`config.mk`:
```
export PLATFORM = sky130hd
export DESIGN_NAME = dnn_weight_loader
export DESIGN_NICKNAME = d
export VERILOG_FILES = /design/src/rtl/dnn_pkg.sv /design/src/rtl/dnn_weight_addr_gen.sv /design/src/rtl/dnn_weight_loader.sv
export SDC_FILE = /design/constraint.sdc
export NUM_CORES = 1
export LEC_CHECK = 0
export ABC_CLOCK_PERIOD_IN_PS = 2900
export BUFFER_PORTS_ARGS = -buffer_cell sky130_fd_sc_hd__buf_2
export CORE_UTILIZATION = 33
export DETAILED_ROUTE_END_ITERATION = 8
export GPL_ROUTABILITY_DRIVEN = 0
export MAX_ROUTING_LAYER = met4
export PLACE_DENSITY = 0.49
export SETUP_SLACK_MARGIN = 0.5
export SLEW_MARGIN = 30
export SYNTH_ARGS = -nofsm -noshare
export SYNTH_HDL_FRONTEND = slang
export SYNTH_HIERARCHICAL = 1
export SYNTH_SLANG_ARGS = --single-unit
```
`constraint.sdc`:
```
create_clock -name clk -period 2.9 [get_ports clk]
set_clock_uncertainty 0.15 [all_clocks]
set_input_delay 0.145 -clock clk [delete_from_list [all_inputs] [get_ports clk]]
set_output_delay 0.145 -clock clk [all_outputs]
set_load 0.02 [all_outputs]
```
`src/rtl/dnn_pkg.sv`:
```
// dnn_pkg: shared state encodings, storage-format conversion and layout helpers
// for the dense-layer weight RAM.
package dnn_pkg;

    typedef enum logic [1:0] {
        IDLE = 2'd0,
        LOAD = 2'd1,
        CSUM = 2'd2,
        DONE = 2'd3
    } loader_state_t;

    // RAM holds weights in offset binary; the dense-layer reader flips bit 7 back.
    function automatic logic [7:0] to_offset_bin(input logic [7:0] b);
        return {~b[7], b[6:0]};
    endfunction

    function automatic int matrix_size(input int n, input int m);
        return n * m;
    endfunction

    function automatic int param_size(input int n, input int m);
        return n * m + m;
    endfunction

endpackage

```
`src/rtl/dnn_weight_addr_gen.sv`:
```
// dnn_weight_addr_gen: payload counters and RAM write address for both stream orders.
// The transposed address is built by stepping N per inner count, so no multiplier is needed.
module dnn_weight_addr_gen
    import dnn_pkg::*;
#(
    parameter int N           = 64,
    parameter int M           = 32,
    parameter int ADDR_WIDTH  = 12,
    parameter int BASE_ADDR   = 0,
    parameter int INPUT_MAJOR = 0
) (
    input  logic                  clk,
    input  logic                  rst_n,
    input  logic                  clear,
    input  logic                  advance,
    output logic [ADDR_WIDTH-1:0] addr,
    output logic                  last
);
    localparam logic [ADDR_WIDTH-1:0] MATRIX_SIZE = ADDR_WIDTH'(matrix_size(N, M));
    localparam logic [ADDR_WIDTH-1:0] K_LAST      = ADDR_WIDTH'(param_size(N, M) - 1);
    localparam logic [ADDR_WIDTH-1:0] J_LAST      = ADDR_WIDTH'(M - 1);
    localparam logic [ADDR_WIDTH-1:0] STRIDE      = ADDR_WIDTH'(N);
    localparam logic [ADDR_WIDTH-1:0] BASE        = ADDR_WIDTH'(BASE_ADDR);

    logic [ADDR_WIDTH-1:0] k, i, j, t;

    always_ff @(posedge clk) begin
        if (!rst_n || clear) begin
            k <= '0;
            i <= '0;
            j <= '0;
            t <= '0;
        end else if (advance) begin
            k <= k + 1'b1;
            if (j == J_LAST) begin
                j <= '0;
                i <= i + 1'b1;
                t <= i + 1'b1;
            end else begin
                j <= j + 1'b1;
                t <= t + STRIDE;
            end
        end
    end

    // Bias bytes follow the matrix linearly in either stream order.
    always_comb begin
        addr = (INPUT_MAJOR != 0 && k < MATRIX_SIZE) ? BASE + t : BASE + k;
        last = (k == K_LAST);
    end

endmodule

```
`src/rtl/dnn_weight_loader.sv`:
```
// dnn_weight_loader: streams signed weight bytes into the dense-layer RAM in
// offset binary and verifies the trailing 16-bit checksum.
module dnn_weight_loader
    import dnn_pkg::*;
#(
    parameter int N           = 64,
    parameter int M           = 32,
    parameter int ADDR_WIDTH  = 12,
    parameter int BASE_ADDR   = 0,
    parameter int INPUT_MAJOR = 0
) (
    input  logic                  clk,
    input  logic                  rst_n,
    input  logic                  start,
    input  logic [7:0]            s_data,
    input  logic                  s_valid,
    output logic                  s_ready,
    output logic                  mem_we,
    output logic [ADDR_WIDTH-1:0] mem_addr,
    output logic [7:0]            mem_din,
    output logic                  busy,
    output logic                  done,
    output logic                  error
);
    loader_state_t         state, nxt;
    logic                  accept, go, pay, last, csum_hi;
    logic [ADDR_WIDTH-1:0] addr;
    logic [15:0]           csum;
    logic [7:0]            rx_lo;

    always_ff @(posedge clk) begin
        if (!rst_n) state <= IDLE;
        else        state <= nxt;
    end

    always_comb begin
        nxt     = state;
        s_ready = 1'b0;
        busy    = 1'b0;
        go      = 1'b0;
        case (state)
            IDLE, DONE: begin
                go  = start;
                nxt = start ? LOAD : state;
            end
            LOAD: begin
                s_ready = 1'b1;
                busy    = 1'b1;
                nxt     = (s_valid && last) ? CSUM : LOAD;
            end
            CSUM: begin
                s_ready = 1'b1;
                busy    = 1'b1;
                nxt     = (s_valid && csum_hi) ? DONE : CSUM;
            end
            default: nxt = IDLE;
        endcase
        accept = s_valid && s_ready;
        pay    = accept && state == LOAD;
    end

    dnn_weight_addr_gen #(
        .N          (N),
        .M          (M),
        .ADDR_WIDTH (ADDR_WIDTH),
        .BASE_ADDR  (BASE_ADDR),
        .INPUT_MAJOR(INPUT_MAJOR)
    ) u_addr (
        .clk    (clk),
        .rst_n  (rst_n),
        .clear  (go),
        .advance(pay),
        .addr   (addr),
        .last   (last)
    );

    always_ff @(posedge clk) begin
        if (!rst_n) begin
            mem_we   <= 1'b0;
            mem_addr <= '0;
            mem_din  <= '0;
            csum     <= '0;
            rx_lo    <= '0;
            csum_hi  <= 1'b0;
            done     <= 1'b0;
            error    <= 1'b0;
        end else begin
            mem_we <= pay;
            if (pay) begin
                mem_addr <= addr;
                mem_din  <= to_offset_bin(s_data);
                csum     <= csum + {{8{s_data[7]}}, s_data};
            end
            if (go) begin
                csum    <= '0;
                csum_hi <= 1'b0;
                done    <= 1'b0;
                error   <= 1'b0;
            end
            // Received checksum arrives low byte first.
            if (accept && state == CSUM) begin
                csum_hi <= 1'b1;
                if (!csum_hi) begin
                    rx_lo <= s_data;
                end else begin
                    done  <= 1'b1;
                    error <= csum != {s_data, rx_lo};
                end
            end
        end
    end

endmodule

```
* Word-level counts from Yosys, hierarchy flattened *
Cells that the tools add are included.

storage, ports and cells
  word-level logic and storage cells = 48
  bits in registers = 62
  input bits = 12
  output and inout bits = 25

cells by class
  $add $sub $neg = 2
  reductions and logical operators = 13
  bitwise logic cells = 3
  equality and inequality tests = 6
  mux-type cells = 14

operators with widths
  cell                                            number
  adder 16 bit                                    1
  != test 16 bit                                  1
  adder 12 x 1 -> 12 bit (second input constant)  1
  == test 12 bit (second input constant)          1
  two-way mux 1 bit                               11
  case mux 2 bit (3 select lines)                 1
  OR reduction 2 bit                              3
  logical AND 1 bit                               5
  == test 2 bit (second input constant)           2
  two-way mux 2 bit                               2
  inverter 1 bit                                  3
  == test 2 x 1 -> 1 bit (second input constant)  1
  logical NOT 2 bit                               1
  != test 2 bit (second input constant)           1
  AND reduction 2 bit                             1
  nonzero test 2 bit                              1
  logical NOT 1 bit                               1
  logical OR 1 bit                                1

* Longest topological paths before layout *
  depth in word-level cells = 6
  gate-level depth with buffers = 9
  gate-level depth less buffers = 8

* Hierarchy *
The synthesis kept the hierarchy.

by module, submodules not included
  module               sequential area each (sq um)  cells each  times used  area an instance (sq um)
  dnn_weight_loader    1001.0                        338         1           2765.2
  dnn_weight_addr_gen  240.2                         65          1           579.3

* Least setup slack after synthesis *
No wires, ideal clock.

  path type = reg-to-reg
  from = register csum[0]
  to = register csum[12]
  required time = 2.630 ns
  library setup time = 0.120 ns
  cell stages (with the launch flop) = 9
  data arrival time = 2.161 ns
  path slack = 0.469 ns
  clock period less this slack = 2.431 ns
  buffers on the path = 0
  cells stage by stage = dfxtp_1 ha_1 fa_1 a21o_2 a311oi_2 o21ai_2 a311oi_2 nor4_1 a211o_1

on the way
  longest elaborated chain between the ends = 1

ends and longest elaborated chain
  what                      line                     source
  start: declaration        dnn_weight_loader.sv:28  logic [15:0] csum;
  start signal: assignment  dnn_weight_loader.sv:92  csum <= csum + {{8{s_data[7]}}, s_data};
  adder 16 bit              dnn_weight_loader.sv:92

Every way passes these cells.
A chain may end at the register's enable or synchronous reset.

* Worst setup path in the final report *
  from = register csum[9]
  to = register csum[13]

Same word-level chain as after synthesis.

==> results.cfg <==
[clock_tree]
cts_tree = yes
cts_sinks = 62
cts_root_buffer = clkbuf_8
numCtsBuffers = 9
htreeDepth = 3
path_clk_slew_ns = 0.08
insertion_delay_ns = 0.34
clockBufferDepth = 2

[status]
status = complete, no violations

[global_route]
grt_pass1_wl_um = 14020
grt_max_degree = 40
grt_usage = 0.1795
met2_usage = 0.2687
grt-ovfl-total = 0
use_met3 = 0.03729
globalRouteMet1Util = 0.2399
top_usage_layer = met2
antenna_found_initial = 0
grt_pass1_vias = 2789

[sta]
finalHoldViolations = 0
fmax_mhz = 429.0
setup_viol = 0
setup_tns_ns = 0
drv_slew = 0
fin_crit_sh = 0.8039
min_period_ns = 2.331
relSlewSlack = 0.6753
rsz0062_at_grt = true
worstMarginPinSlew_ns = 0.4871

[synth]
postSynthAreaPerCell_sq_um = 8.299
ys_ff_latch = 62
synth_edf_count = 0
yosysSeqAreaShare = 0.3711
post_synth_num_cell_types = 54
synthesis.nets = 434
synth_area_sq_mm = 0.003344
yosys_warnings = 6
synth_ff_type = dfxtp_1
synthArstFlopShare = 0
synthCells = 403

[layout]
fin_nets = 484
area_delta_synth_final_pct = 20.20
fin_util = 0.4094
fill_cells = 1056
drive_above_1_share = 0.1725
antenna_cells = 0

[drt]
finalWirelength_um = 8470
drtAntennaViolNets = 0
vias = 2941
first_pass_iters = 4
remaining_drc_errors = 0
vias_per_cell = 4.976
drt_iter0_drc = 118
wire_per_inst_um = 14.33

[placement]
io_buffers = 36
dp_hpwl_um = 5842

[die]
die_w_um = 102.7
die-area_sq_mm = 0.01054
coreArea_sq_mm = 0.009819
start_util = 0.3406
rows = 36
ios = 37
die_h_um = 102.7

[job]
cap_viol_max_count = 0

[power]
leakage_uw = 0.001534
seq_power_share = 0.387
p_switching_uw = 885.5
peakVddDrop_v = 0.0002638
powerDensity_mw_per_mm2 = 621.1
pwr-share-clk = 0.315
p_int_uw = 1611
combPwrFrac = 0.299
switching_share = 0.3546

[setup_path]
reg2reg_slack_ns = 0.57
crit_required_ns = 2.97
cp-startpoint = csum[9]
r2r-start = csum[9]
cp-end-kind = register
cp.arrival_ns = 2.40
reg2reg_to = csum[13]
cp-endpoint = csum[13]
ff2ff_path_depth = 7
path_class = reg2reg
cp-start-kind = register
critPathMaxFanout = 6

[worst_hold_path]
hp-class = in2reg
-- synth_stat cells, types with 5 or more instances --
master    number  area [sq um]
nand3_1       12         60.06
o31ai_1        5         37.54
ha_1          18         225.2
a21boi_0      28         210.2
inv_1          5         18.77
nand2_1       94         352.8
xor2_1         6         52.55
xnor2_1       24         210.2
nor2_1        14         52.55
nand4_1        7         43.79
and3_1         5         31.28
or4_1          5         37.54
clkbuf_1      11         41.29
o21ai_0       15         75.07
dfxtp_1       62          1241
a21oi_1       31         155.2
-- logic make-up (layout without fill, tap and decap cells) --
logic type	after synthesis	in the layout	share of synthesized area
fa+ha+maj	19	19	0.07333
mux	4	4	0.01197
simple gates	164	164	0.2293
flops	62	62	0.3711
xor+xnor	30	30	0.07856
buf+inv	24	79	0.03666
compound gates	100	100	0.1990
-- metal layers --
metal / vias up / wire length, um
met5: - / 0
met4: 0 / 80
met3: 6 / 239
met2: 47 / 3811
met1: 1375 / 4337
li1: 1513 / -
-- state kept, by name, indices dropped and copies added (netlist names) --
signal and count:
csum 16, mem_addr 12, u_addr/k 12, mem_din 8
rx_lo 8, state 2, csum_hi 1, done 1
error 1, mem_we 1
-- power groups by stage --
stage          Combinational [uW]  Clock, uW  Sequential (uW)
4_1_cts                       734        805              965
2_1_floorplan                 516          0              994
6_report                      746        785              965
5_1_grt                       832        853              975
3_5_place_dp                  710          0              985
3_3_place_gp                  704          0              983
-- stage by stage --
| step | cells | total power (uW) | hold WS (ns) | setup WS (ns) | cell area [sq um] |
|---|---|---|---|---|---|
| after global placement | 561 | 1687 | 0.2959 | 0.3998 | 3643 |
| after global routing | 591 | 2660 | 0.01154 | 0.4762 | 4020 |
| after floorplan | 403 | 1510 | 0.1399 | 0.5309 | 3344 |
| after detailed placement | 561 | 1694 | 0.3024 | 0.3430 | 3643 |
| after CTS | 587 | 2503 | 0.01062 | 0.5005 | 3955 |
| final | 591 | 2497 | 0.008525 | 0.5688 | 4020 |
-- worst max-delay path: stages, from the launching register on --
cell	delay (ns)
dfxtp_1	0.36
ha_1	0.39
and3_1	0.30
and4_1	0.22
o21ai_0	0.12
a21oi_1	0.25
mux2i_1	0.11
a311o_1	0.32
-- area by class of cell --
cell class | instances | area [sq um] | share of cell area
clock buffers | 11 | 141.4 | 0.03517
well taps | 133 | 166.4 | 0.04139
flip-flops and latches | 62 | 1241 | 0.3087
repair buffers | 57 | 369.1 | 0.09181
multi-input cells | 317 | 2023 | 0.5033
clock inverters | 5 | 56.30 | 0.01401
inverters | 6 | 22.52 | 0.005602
-- repair_timing --
item                                    in CTS  in global routing
resized for setup                            2                 10
endpoints found under the hold margin       17                  0
setup buffers                                0                  4
gates cloned                                 0                  0
hold buffers                                10                  0
pin swaps                                    1                  0
endpoints found under the setup margin       1                  6
-- worst min-delay path by stage --
stage / from / end / cells past startpoint
floorplan: s_data[0] / mem_din[0] / 2
CTS: rst_n / mem_addr[5] / 2
finish: rst_n / mem_addr[5] / 2
global route: rst_n / mem_addr[8] / 2
global placement: s_data[0] / rx_lo[0] / 3
detailed placement: s_valid / mem_we / 2
-- placed cells by master, fill, tap and decap left out, types with 10 or more instances in the layout --
cell	n
nand2_1	94
dfxtp_1	62
buf_2	35
a21oi_1	29
a21boi_0	28
xnor2_1	24
ha_1	17
o21ai_0	14
nor2_1	14
nand3_1	12
buf_4	11
clkbuf_8	10
dlygate4sd3_1	10
No activity file was read; power rests on OpenSTA's default activity.
